### src/rtl/dmem_bus_master.sv
// ---------------------------------------------------------------------------
// dmem_bus_master
// MEM-stage data-memory initiator. Converts one load/store held by the MEM
// stage into a req/gnt address phase followed, for loads, by an rvalid data
// phase. Holds mem_stall_o until the access completes and returns load data
// towards MEM/WB.
//
// Optional build macro: DMEM_TIMEOUT_EN
//   defined   : a 16-bit watchdog aborts an access stuck in ADDR/WAIT after
//               TIMEOUT_CYCLES cycles and pulses bus_err_o in the DONE cycle.
//   undefined : ADDR/WAIT wait indefinitely, bus_err_o is tied low.
// ---------------------------------------------------------------------------
module dmem_bus_master #(
    parameter int ADDR_W         = 32,
    parameter int TIMEOUT_CYCLES = 255
) (
    input  logic              clk,
    input  logic              rst,
    // MEM-stage request
    input  logic              req_valid,
    input  logic              req_we,
    input  logic [3:0]        req_be,
    input  logic [ADDR_W-1:0] req_addr,
    input  logic [31:0]       req_wdata,
    // pipeline side
    output logic              mem_stall_o,
    output logic [31:0]       rdata_o,
    output logic              rdata_valid_o,
    output logic              bus_err_o,
    // data bus
    output logic              bus_req,
    output logic              bus_we,
    output logic [3:0]        bus_be,
    output logic [ADDR_W-1:0] bus_addr,
    output logic [31:0]       bus_wdata,
    input  logic              bus_gnt,
    input  logic              bus_rvalid,
    input  logic [31:0]       bus_rdata
);

    // Reject watchdog limits the 16-bit counter cannot represent.
    if (TIMEOUT_CYCLES < 1 || TIMEOUT_CYCLES > 65535) begin : g_bad_timeout
        $error("dmem_bus_master: TIMEOUT_CYCLES must be in 1..65535");
    end

    typedef enum logic [1:0] {
        ST_IDLE = 2'd0,
        ST_ADDR = 2'd1,
        ST_WAIT = 2'd2,
        ST_DONE = 2'd3
    } state_t;

    state_t      r_state;
    state_t      w_next;
    logic        w_timeout;      // watchdog limit reached this cycle
    logic        w_timeout_hit;  // watchdog actually forces the move to DONE
    logic        w_err;          // DONE cycle of a watchdog-aborted access
    logic        r_abandon;      // req_valid dropped after the request was latched
    logic [31:0] r_rdata;

    // State register.
    // NOTE: the reset is asynchronous, so rst sits in the sensitivity list;
    // bus_req and mem_stall_o follow r_state and drop without waiting for clk.
    always_ff @(posedge clk or posedge rst) begin
        if (rst) begin
            r_state <= ST_IDLE;
        end else begin
            // NOTE: state elements use non-blocking assignments so every
            // flop samples the pre-edge values of the others.
            r_state <= w_next;
        end
    end

    // Next-state decode; gnt/rvalid take priority over a simultaneous timeout.
    always_comb begin
        // NOTE: defaults first so no path leaves a signal unassigned (no latch).
        w_next        = r_state;
        w_timeout_hit = 1'b0;
        case (r_state)
            ST_IDLE: begin
                if (req_valid) begin
                    w_next = ST_ADDR;
                end
            end
            ST_ADDR: begin
                if (bus_gnt) begin
                    // stores are posted: no data phase to wait for
                    w_next = bus_we ? ST_DONE : ST_WAIT;
                end else if (w_timeout) begin
                    w_next        = ST_DONE;
                    w_timeout_hit = 1'b1;
                end
            end
            ST_WAIT: begin
                if (bus_rvalid) begin
                    w_next = ST_DONE;
                end else if (w_timeout) begin
                    w_next        = ST_DONE;
                    w_timeout_hit = 1'b1;
                end
            end
            ST_DONE: begin
                w_next = ST_IDLE;
            end
            default: begin
                w_next = ST_IDLE;
            end
        endcase
    end

    // Latch the request in IDLE; the fields stay frozen for the whole access.
    always_ff @(posedge clk or posedge rst) begin
        if (rst) begin
            bus_we    <= 1'b0;
            bus_be    <= 4'b0;
            bus_addr  <= '0;
            bus_wdata <= 32'b0;
        end else if (r_state == ST_IDLE && req_valid) begin
            bus_we    <= req_we;
            bus_be    <= req_be;
            bus_addr  <= req_addr;
            bus_wdata <= req_wdata;
        end
    end

    // Load data capture and tracking of a request withdrawn mid-access.
    always_ff @(posedge clk or posedge rst) begin
        if (rst) begin
            r_rdata   <= 32'b0;
            r_abandon <= 1'b0;
        end else begin
            if (r_state == ST_IDLE) begin
                r_abandon <= 1'b0;
            end else if ((r_state == ST_ADDR || r_state == ST_WAIT) && !req_valid) begin
                r_abandon <= 1'b1;
            end

            // rvalid outside WAIT is a protocol error and is ignored
            if (r_state == ST_WAIT && bus_rvalid) begin
                r_rdata <= bus_rdata;
            end else if (w_timeout_hit) begin
                r_rdata <= 32'b0;
            end
        end
    end

`ifdef DMEM_TIMEOUT_EN
    localparam logic [15:0] LP_TO_LAST = 16'(TIMEOUT_CYCLES - 1);

    logic [15:0] r_cnt;
    logic        r_timed_out;

    // Watchdog: counts ADDR+WAIT cycles, zero on entry to ADDR.
    always_ff @(posedge clk or posedge rst) begin
        if (rst) begin
            r_cnt       <= 16'd0;
            r_timed_out <= 1'b0;
        end else begin
            if (r_state == ST_ADDR || r_state == ST_WAIT) begin
                r_cnt <= r_cnt + 16'd1;
            end else begin
                r_cnt <= 16'd0;
            end
            r_timed_out <= w_timeout_hit;
        end
    end

    // The cycle that completes TIMEOUT_CYCLES of waiting ends the access.
    assign w_timeout = (r_cnt == LP_TO_LAST);
    assign w_err     = (r_state == ST_DONE) && r_timed_out;
`else
    assign w_timeout = 1'b0;
    assign w_err     = 1'b0;
`endif

    assign bus_req       = (r_state == ST_ADDR);
    assign mem_stall_o   = req_valid && (r_state != ST_DONE);
    assign rdata_o       = r_rdata;
    assign rdata_valid_o = (r_state == ST_DONE) && !bus_we && req_valid
                           && !r_abandon && !w_err;
    assign bus_err_o     = w_err;

endmodule

### config.mk
export PLATFORM = sky130hd
export DESIGN_NAME = dmem_bus_master
export DESIGN_NICKNAME = d
export VERILOG_FILES = /design/src/rtl/dmem_bus_master.sv
export SDC_FILE = /design/constraint.sdc
export NUM_CORES = 1
export LEC_CHECK = 0
export CORE_MARGIN = 5
export CORE_UTILIZATION = 39
export DETAILED_ROUTE_END_ITERATION = 10
export PLACE_DENSITY = 0.79
export SLEW_MARGIN = 10
export SYNTH_ARGS = -nofsm -noshare
export SYNTH_HDL_FRONTEND = slang
export SYNTH_SLANG_ARGS = --single-unit
### constraint.sdc
create_clock -name clk -period 4.2 [get_ports clk]
set_input_delay 0.42 -clock clk [delete_from_list [all_inputs] [get_ports clk]]
set_output_delay 0.42 -clock clk [all_outputs]
set_load 0.02 [all_outputs]
# Word-level counts from Yosys, hierarchy flattened
# Index checks and enable logic that the tools add are counted.
# totals
reg_bits,104
in_bits,106
output_inout_bits,105
word_cells,36
# classes
n_eq_ne,7
n_mux,8
n_reduce_logical,14
# op_table
cell,count
2-to-1 mux 32 bit,1
one-hot mux 2 bit (4 select lines),1
logical AND 1 bit,7
2-to-1 mux 2 bit,3
"inequality test 2 bit, second input constant",3
"equality test 2 bit, second input constant",2
zero test 1 bit,3
2-to-1 mux 1 bit,3
AND reduction 3 bit,1
"equality test 2 x 1 -> 1 bit, second input constant",1
zero test 2 bit,1
"inequality test 2 x 1 -> 1 bit, second input constant",1
nonzero test 2 bit,1
logical OR 1 bit,1

# Logic depth before layout (Yosys ltp)
# depth
depth_word,5
depth_mapped,6
depth_no_buf,5

# Worst setup path before layout
# OpenSTA, ideal clock, no wires.
# synth_timing
path_type,register -> output
start,register bus_we
end,output rdata_valid_o
arrival_ps,1269
t_required_ps,3780
path_slack_ps,2511
stages_incl_launch_ff,2
n_path_buf,0
cell_sequence,dfrtp_1 -> nor4b_1
# synth_between
elab_chain_cells,4
# synth_lines
item,line,text
"start, declared",32,"output logic bus_we,"
"start signal, assigned",119,bus_we <= req_we;
zero test 1 bit,179,assign rdata_valid_o = (r_state == ST_DONE) && !bus_we && req_valid
logical AND 1 bit (2 in series),179,
logical AND 1 bit,180,&& !r_abandon && !w_err;
"end, declared",28,"output logic rdata_valid_o,"
# No other way between the ends.

# Worst setup path in the final report
# layout_timing
start,input req_valid
end,output rdata_valid_o
# layout_between
elab_chain_cells,2
# layout_lines
item,line,text
"start, declared",20,"input logic req_valid,"
logical AND 1 bit,179,
logical AND 1 bit,180,
# No other way between the ends.

==> flow_metrics.env <==
export IMPL_cts_root_buf="clkbuf_8"
export IMPL_core_area_sq_um=10200
export IMPL_drc=0
export IMPL_postCtsSetupBuffers=0
export IMPL_ys_top_cells_by_area="dfrtp_1 (65%), mux2_2 (26%), mux2_4 (3.7%)"
export IMPL_viasPerCell=4.67
export IMPL_yosys_register_bits=104
export IMPL_die_area_sq_um=12500
export IMPL_ir_drop_mv=0.427
export IMPL_final_hold_viol_count=0
export IMPL_io_buffers=209
export IMPL_synth_most_common_cell="dfrtp_1"
export IMPL_regArea_sq_um=2600
export IMPL_synth_cells=241
export IMPL_place_inst=577
export IMPL_seq_area_frac_synth_pct=64.5
export IMPL_fin_crit_sh_pct=59.0
export IMPL_rows=37
export IMPL_worstPathRequired_ns=3.78
export IMPL_antenna_found_initial=0
export IMPL_yosys_area_top_type="dfrtp_1"
export IMPL_ctsHoldBuffers=0
export IMPL_die_h_um=112
export IMPL_finalInstanceArea_sq_um=6450
export IMPL_setup_viol=0
export IMPL_crit_type="in2out"
export IMPL_clock_sinks=104
export IMPL_wl_mm=10.1
export IMPL_power_density_nw_per_um2=790
export IMPL_switchingPower_uw=1820
export IMPL_hpwl_mm=7.68
export IMPL_grt_total_usage_pct=16.2
export IMPL_maxCapViolations=0
export IMPL_initial_core_util_pct=39.6
export IMPL_gp_congestion=0.757
export IMPL_slew_viol_final=0
export IMPL_routedWlPerCell_um=17.1
export IMPL_ys_flop_type="dfrtp_1"
export IMPL_grt_max_degree=77
export IMPL_synth_fp_nets=353
export IMPL_avgSynthCellArea_sq_um=16.7
export IMPL_cp_arrival_ns=2.06
export IMPL_min_period_ns=2.48
export IMPL_crit_fanout=3
export IMPL_n_antenna_cell=0
export IMPL_clk_latency_ns=0.35
export IMPL_p_seq_share_pct=34.9
export IMPL_die_w_um=112
export IMPL_areaGrowthSynthToFinish_pct=59.9
export IMPL_firstDrtPassIters=4
export IMPL_hp_class="reg2reg"
export IMPL_outcome="finished, final reports clean"
export IMPL_multi_input_area_sq_um=1350
export IMPL_grt_pass1_wl_mm=16.3
export IMPL_synth_warnings=0
export IMPL_hold_slack_ns=0.508
export IMPL_p_comb_share_pct=53.0
export IMPL_cts_tree="yes"
export IMPL_grt_ovfl_total=0
export IMPL_fin_nets=564
export IMPL_fill_cells=781
export IMPL_yosys_top_cells_count="dfrtp_1 (104), mux2_2 (92), mux2_4 (10), buf_2 (8), ha_1 (6)"
export IMPL_stdcell_count=593
export IMPL_tns_ns=0
export IMPL_synthArstFlopShare_pct=100
export IMPL_drtIter0Drc=63
export IMPL_synth_top_area_share_pct=64.5
export IMPL_grt_pass1_vias=3082
export IMPL_pin_count=211
export IMPL_drive_gt1_share_pct=26.7
export IMPL_critPathLaunchType="input port"
export IMPL_p_leak_uw=0.00276
export IMPL_intPower_uw=3270
export IMPL_worstMarginPinSlew_ns=0.964
export IMPL_synth_edf_count=0
export IMPL_switching_share_pct=35.8
export IMPL_fmax_ghz=0.404
export IMPL_max_slew_margin_pct=35.8
export IMPL_antenna_left=0
export IMPL_clockBufferDepth=2
export IMPL_ys_types=19
export IMPL_fin_skew_ns=0.0128
export IMPL_ctsResizeCount=0
export IMPL_path_clk_slew_ns=0.09
export IMPL_cts_buffers=9
export IMPL_num_vias=2767
export IMPL_place_area_sq_um=6250
export IMPL_htreeDepth=3
export IMPL_cp_end_kind="primary output"
export IMPL_syn_cell_area_sq_um=4030
export IMPL_rsz0062_at_grt="no"
export IMPL_p_clk_share_pct=12.1
## worst max-delay path, cell delays in order
cell and delay, ns:
clkdlybuf4s50_1 0.55, inv_1 0.10, nor4b_1 0.32, clkdlybuf4s50_1 0.66
## cell usage in the layout (no fill, tap or decap), types with 3 or more instances in the layout
| cell | synthesis | routed |
|---|---|---|
| mux2_4 | 10 | 10 |
| dfrtp_1 | 104 | 104 |
| inv_1 | 4 | 3 |
| nand2b_1 | 3 | 3 |
| clkdlybuf4s50_1 | 0 | 209 |
| clkbuf_8 | 0 | 12 |
| mux2_2 | 92 | 92 |
| ha_1 | 6 | 6 |
## registers in the layout, summed over array words and instances, names as in the netlist
signal	count
bus_wdata	32
rdata_o	32
bus_be	4
r_state	2
r_abandon	1
bus_addr	32
bus_we	1
## metal layers
metal  vias up  track usage (%)  share of wire, %
met5         -                0                 0
met1      1371             18.4                38
met3        16             6.03               8.4
li1       1257                -                 -
met4         0             5.03               1.8
met2       123             28.4                51
## per-stage QoR
stage | setup WS, ns | total power [uW] | utilization, %
after global placement | 1.81 | 4470 | 61.4
after CTS | 1.76 | 5170 | 63.3
after floorplan | 1.05 | 3200 | -
after detailed placement | 1.76 | 4540 | 61.4
final | 1.72 | 5100 | 63.3
after global routing | 1.65 | 5390 | 63.3
## final timing paths
check,from,end,slack [ns],cells past startpoint
setup / recovery,req_valid,rdata_valid_o,1.72,4
hold / removal,bus_addr[27]$_DFFE_PP0P_,bus_addr[27]$_DFFE_PP0P_,0.51,1
setup reg to reg,r_state[0]$_DFFE_PP0P_,bus_addr[23]$_DFFE_PP0P_,2.09,4
hold reg to reg,bus_addr[27]$_DFFE_PP0P_,bus_addr[27]$_DFFE_PP0P_,0.51,1
max in group asynchronous,rst,rdata_o[21]$_DFFE_PP0P_,2.60,3
min in group asynchronous,rst,bus_wdata[18]$_DFFE_PP0P_,0.63,2
## layout make-up
cell class / instances / share of cell area [%]
Sequential cell: 104 / 40.4
Timing Repair Buffer: 211 / 32.7
Multi-Input combinational cell: 122 / 21.0
Tap cell: 136 / 2.64
Clock buffer: 12 / 2.56
Clock inverter: 4 / 0.543
Inverter: 4 / 0.272
## logic make-up (layout without fill, tap and decap cells)
| logic type | count (synthesis) | in the layout | synth area share, % |
|---|---|---|---|
| compound gates | 4 | 4 | 0.775 |
| fa+ha+maj | 6 | 6 | 1.86 |
| buf+inv | 15 | 231 | 2.11 |
| flops | 104 | 104 | 64.5 |
| mux | 102 | 102 | 29.4 |
| other cells | 1 | 1 | 0.0930 |
| simple gates | 9 | 9 | 1.24 |
## power by group through the flow
stage	registers [uW]	logic, uW	clock network [uW]
after floorplan	2400	804	0
after global placement	1770	2690	0
after detailed placement	1800	2740	0
after CTS	1790	2740	640
after global routing	1850	2850	693
final	1780	2700	615
Note: power is estimated with default switching activity, not from simulation.
==> RTL edit 1: new RTL, same flow settings <==
Re-encode `state_t` (4 states) as one-hot, 4 bits wide.
--- a/src/rtl/dmem_bus_master.sv
+++ b/src/rtl/dmem_bus_master.sv
@@ -45,7 +45,7 @@
 
-    typedef enum logic [1:0] {
-        ST_IDLE = 2'd0,
-        ST_ADDR = 2'd1,
-        ST_WAIT = 2'd2,
-        ST_DONE = 2'd3
+    typedef enum logic [3:0] {
+        ST_IDLE = 4'b0001,
+        ST_ADDR = 4'b0010,
+        ST_WAIT = 4'b0100,
+        ST_DONE = 4'b1000
     } state_t;
Behaviour: same outputs for any inputs over 4 cycles, from zero or initial values and one cycle with rst high; so few cycles prove little.
==> RTL edit 1 against the original RTL <==
Maximum frequency fell by 3.6%. Routed wire length rose by 0.98%. Non-clock buffer count rose by 1. Final area rose by 0.80%. Clock power fell by 6.3%. Cell count rose by 0.67%. Worst setup slack got worse by 0.092 ns. Area after synthesis rose by 2.9%. Core utilization fell by 0.64 points. Critical path type is now flop to output pin. Power fell by 6.9%. Critical endpoint unchanged. Sequential cell count rose by 2. Via count rose by 3.2%. Sequential share of layout area rose by 0.47 points.
==> RTL edit 1: results <==
yosys:
  synth_fa_ha_area_share_pct: 0
  synthMuxAreaShare_pct: 28.2
  synth.area.top_cells: "dfrtp_1 (63%), mux2_2 (25%), mux2_4 (3.3%)"
  ys_top_cells_by_count: "dfrtp_1 (105), mux2_2 (91), buf_6 (9), mux2_4 (9), buf_4 (4)"
  yosysSeqAreaShare_pct: 63.9
  synthXorXnorAreaFrac_pct: 0.211
  synth.distinct_cells: 28
  synth_compound_area_share_pct: 1.05
  synth_nets: 354
sta:
  finClkSkew_ns: 0.00835
  worst_slew_pin_slew_ns: 0.812
layout:
  drive_gt1_share_pct: 26.7
  fillers: 793
  final_nets: 562
  diodes: 0
placement:
  portBuffers: 209
  place_congestion: 0.722
  dp.cells: 581
  pre_cts_ws_ns: 1.67
  place_hpwl_mm: 7.76
route:
  dr_wl_met2_mm: 5.21
  vias_per_cell: 4.78
  routed-wl-met3_mm: 1.03
  wl_mm: 10.2
  drt_iter0_drc: 94
  wl_met1_mm: 3.82
  route.vias.total: 2855
grt:
  grt_max_degree: 92
  grt_pass1_vias: 3205
  grt_usage_pct: 16.3
  grt_pass1_wl_mm: 16.5
setup_path:
  r2r_start: "r_state[0]"
  cp_slowest_stage_delay_ns: 0.62
  rr_endpoint: "bus_addr[7]"
  crit_family: "buffers and inverters"
  r2r_slack_ns: 2.02
  arrival_ns: 2.15
cts:
  clk_latency_ns: 0.36
hold_path:
  worstHoldStart: "rdata_o[16]"
  whs_endpoint: "rdata_o[16]"
power_and_ir_drop:
  p_leak_nw: 2.75
run_status:
  status: "completed"
==> RTL edit 1: worst max path at each step <==
stage | depth (start not counted) | slack, ns | from | end
finish | 3 | 1.63 | r_state[3] | rdata_valid_o
global route | 3 | 1.43 | r_state[3] | rdata_valid_o
CTS | 3 | 1.59 | r_state[3] | rdata_valid_o
detailed placement | 5 | 1.67 | req_valid | bus_wdata[3]
global placement | 5 | 1.73 | req_valid | bus_addr[4]
floorplan | 1 | 0.99 | rst | bus_addr[0]
==> RTL edit 1: metal layers <==
layer  GRT usage, %  vias up
li1               -     1287
met1           18.0     1429
met2           28.0      127
met3           6.52       12
met4           6.33        0
met5              0        -
==> RTL edit 1: logic make-up (layout without fill, tap and decap cells) <==
| kind of cell | Yosys count | count (layout) |
|---|---|---|
| DFF | 106 | 106 |
| muxes | 101 | 101 |
| buffers and inverters | 17 | 230 |
| and+or+nand+nor | 16 | 16 |
| AOI/OAI and AO/OA | 6 | 6 |
| other | 1 | 1 |
| xor gates and xnor gates | 1 | 1 |
==> RTL edit 1: report_power, final <==
part	leakage [nW]	internal, mW	switching [mW]
sequential	1.31	1.49	0.273
combinational	1.34	1.33	1.07
clock	0.0924	0.248	0.328
==> RTL edit 1: cell type report <==
type / count / area share, %
Multi-Input combinational cell: 125 / 20.8
Tap cell: 136 / 2.62
Clock inverter: 4 / 0.404
Clock buffer: 12 / 2.39
Inverter: 2 / 0.192
Timing Repair Buffer: 212 / 32.7
Sequential cell: 106 / 40.8
==> RTL edit 1: metrics by stage <==
stage	power [mW]	hold WS, ns	util [%]	area [um^2]
global placement	4.16	0.470	60.9	6320
global route	5.01	0.526	62.7	6500
finish	4.74	0.496	62.7	6500
detailed placement	4.22	0.479	60.9	6320
floorplan	3.06	0.527	-	4150
CTS	4.82	0.502	62.7	6500
==> RTL edit 2: new RTL, config.mk and constraints unchanged <==
Without the edit above. Add a define of `DMEM_TIMEOUT_EN`.
--- a/src/rtl/dmem_bus_master.sv
+++ b/src/rtl/dmem_bus_master.sv
@@ -12,2 +12,4 @@
 // ---------------------------------------------------------------------------
+`define DMEM_TIMEOUT_EN
+
 module dmem_bus_master #(
Behaviour: no difference found for any inputs over 4 cycles, from zero or initial values and one cycle with rst high; that may be too few to reach the edited logic, so the function may still have changed.
==> RTL edit 2 against the original RTL <==
Final area is 23% higher. Power is 21% higher. Area after synthesis is 27% higher. Sequential cell count is 17 higher. Routed wire length is 27% higher. Hold slack worse by 0.029 ns. Synthesized cell count is 54% higher. Via count is 34% higher. Sequential power is 12% higher. Non-clock buffer count is 3 higher. Worst setup slack worse by 0.13 ns. Highest routed layer unchanged.
==> RTL edit 2: results <==
setup_path:
  crit_family: "compound AO/OA/AOI/OAI gates"
  worst_r2r_path_depth: 6
  cp_max_fo: 34
  cp_slowest_stage_delay_ns: 0.96
  crit_path_top_delay_cell: "o211a_2"
layout:
  instances_no_fill: 771
  final_nets: 697
  fillers: 1008
  diodes: 0
  drive_gt1_share_pct: 11.4
yosys:
  ys.warnings.count: 0
  synth.distinct_cells: 36
  synth.area.top_cells: "dfrtp_1 (59%), mux2_1 (15%), mux2i_1 (6.8%)"
  ys_async_sr_fraction_pct: 100
  ys_top_cells_by_count: "dfrtp_1 (121), mux2_1 (69), mux2i_1 (35)"
  yosysSeqAreaShare_pct: 58.9
  synth_nets: 484
  yosys_most_used_dff: "dfrtp_1"
  syn_inst: 372
hold_path:
  holdCritPathClass: "input pin to async pin"
cts:
  cts_buffers: 17
  clk_latency_ns: 0.41
  root_buffer: "clkbuf_16"
  ctsResizeCount: 0
  post_cts_buffers: 0
  h-tree-depth: 4
  path_clk_slew_ns: 0.05
  cts_buffer_depth: 2
flow_run:
  timing.max_cap.violations: 0
sta:
  finClkSkew_ns: 0.00513
  slew_headroom_pct: 32.8
route:
  drt_iter0_drc: 206
  firstDrtPassIters: 4
  wl_mm: 12.9
  route.vias.total: 3720
placement:
  portBuffers: 210
  dp.cells: 742
  place_hpwl_mm: 9.34
  place_congestion: 0.733
grt:
  grt_pass1_wl_mm: 20.8
  antenna_found_initial: 0
  grt_usage_pct: 16.7
  grt_pass1_vias: 4005
  grt_max_degree: 70
power_and_ir_drop:
  p_sw_share_pct: 35.6
  p_leak_nw: 3.43
  ir_worst_vdd_v: 0.000390
run_status:
  status: "completed"
-- RTL edit 2: cell types whose count changed after synthesis, sizes merged, moves of 7 or more --
cell    change
a21oi      +41
clkbuf      +9
dfrtp      +17
mux2       -33
mux2i      +35
nand2       +7
nand3       +7
nor2        +7
-- RTL edit 2: logic make-up (layout without fill, tap and decap cells) --
| group | Yosys count | after routing | synth area share, % |
|---|---|---|---|
| flip-flops | 121 | 121 | 58.9 |
| multiplexers | 104 | 104 | 21.9 |
| AO/OA/AOI/OAI | 55 | 55 | 8.23 |
| AND/OR/NAND/NOR | 54 | 54 | 6.38 |
| buffers and inverters | 29 | 252 | 2.60 |
| adder cells (fa/ha/maj) | 6 | 6 | 1.46 |
| XOR/XNOR | 3 | 3 | 0.511 |
-- RTL edit 2: worst paths after layout --
path / start / end / slack (ns)
max: r_state[0] / rdata_o[18] / 1.59
min: rst / bus_addr[22] / 0.48
max reg2reg: r_state[0] / rdata_o[18] / 1.59
min reg2reg: bus_addr[25] / bus_addr[25] / 0.49
max in group asynchronous: rst / r_cnt[14] / 2.80
min in group clk: bus_addr[25] / bus_addr[25] / 0.49
-- RTL edit 2: layout make-up --
type | count | area, um^2 | share of cell area (%)
clock buffers | 26 | 499 | 6.28
clock inverters | 3 | 40.0 | 0.504
inverters | 9 | 36.3 | 0.457
multi-input cells | 222 | 1990 | 25.0
flip-flops and latches | 121 | 3030 | 38.1
well taps | 176 | 220 | 2.77
repair buffers | 214 | 2130 | 26.8
-- RTL edit 2: power groups by stage --
stage	clock (mW)	combinational [mW]	sequential [mW]
final	1.33	2.83	1.99
after CTS	1.36	2.88	1.99
after detailed placement	0	2.87	2.01
after floorplan	0	0.886	2.59
after global placement	0	2.80	1.98
after global routing	1.42	3.01	2.05
-- RTL edit 2: worst reg2reg max path, cell delays in order, from the launching register on --
cell and delay [ns]:
dfrtp_1 0.39, inv_1 0.10, ha_1 0.29, nand2_2 0.08, buf_4 0.46, o211a_2 0.96
a21oi_1 0.16
-- RTL edit 2: per-layer routing --
layer	wire [um]	share of wire [%]	track usage (%)	vias up
met3	710	5.5	5.10	21
met2	6960	54	29.9	121
li1	-	-	-	1748
met5	0	0	0	-
met1	4930	38	18.2	1830
met4	274	2.1	7.46	0
-- RTL edit 2: through the flow --
step / total power, mW / setup slack (ns) / utilization, % / hold slack (ns) / instance area (um^2)
CTS: 6.23 / 1.59 / 60.7 / 0.491 / 7950
floorplan: 3.48 / 0.566 / - / 0.464 / 5140
global route: 6.48 / 1.44 / 60.7 / 0.499 / 7950
global placement: 4.78 / 1.58 / 56.6 / 0.474 / 7410
detailed placement: 4.88 / 1.49 / 56.6 / 0.480 / 7410
finish: 6.15 / 1.59 / 60.7 / 0.480 / 7950
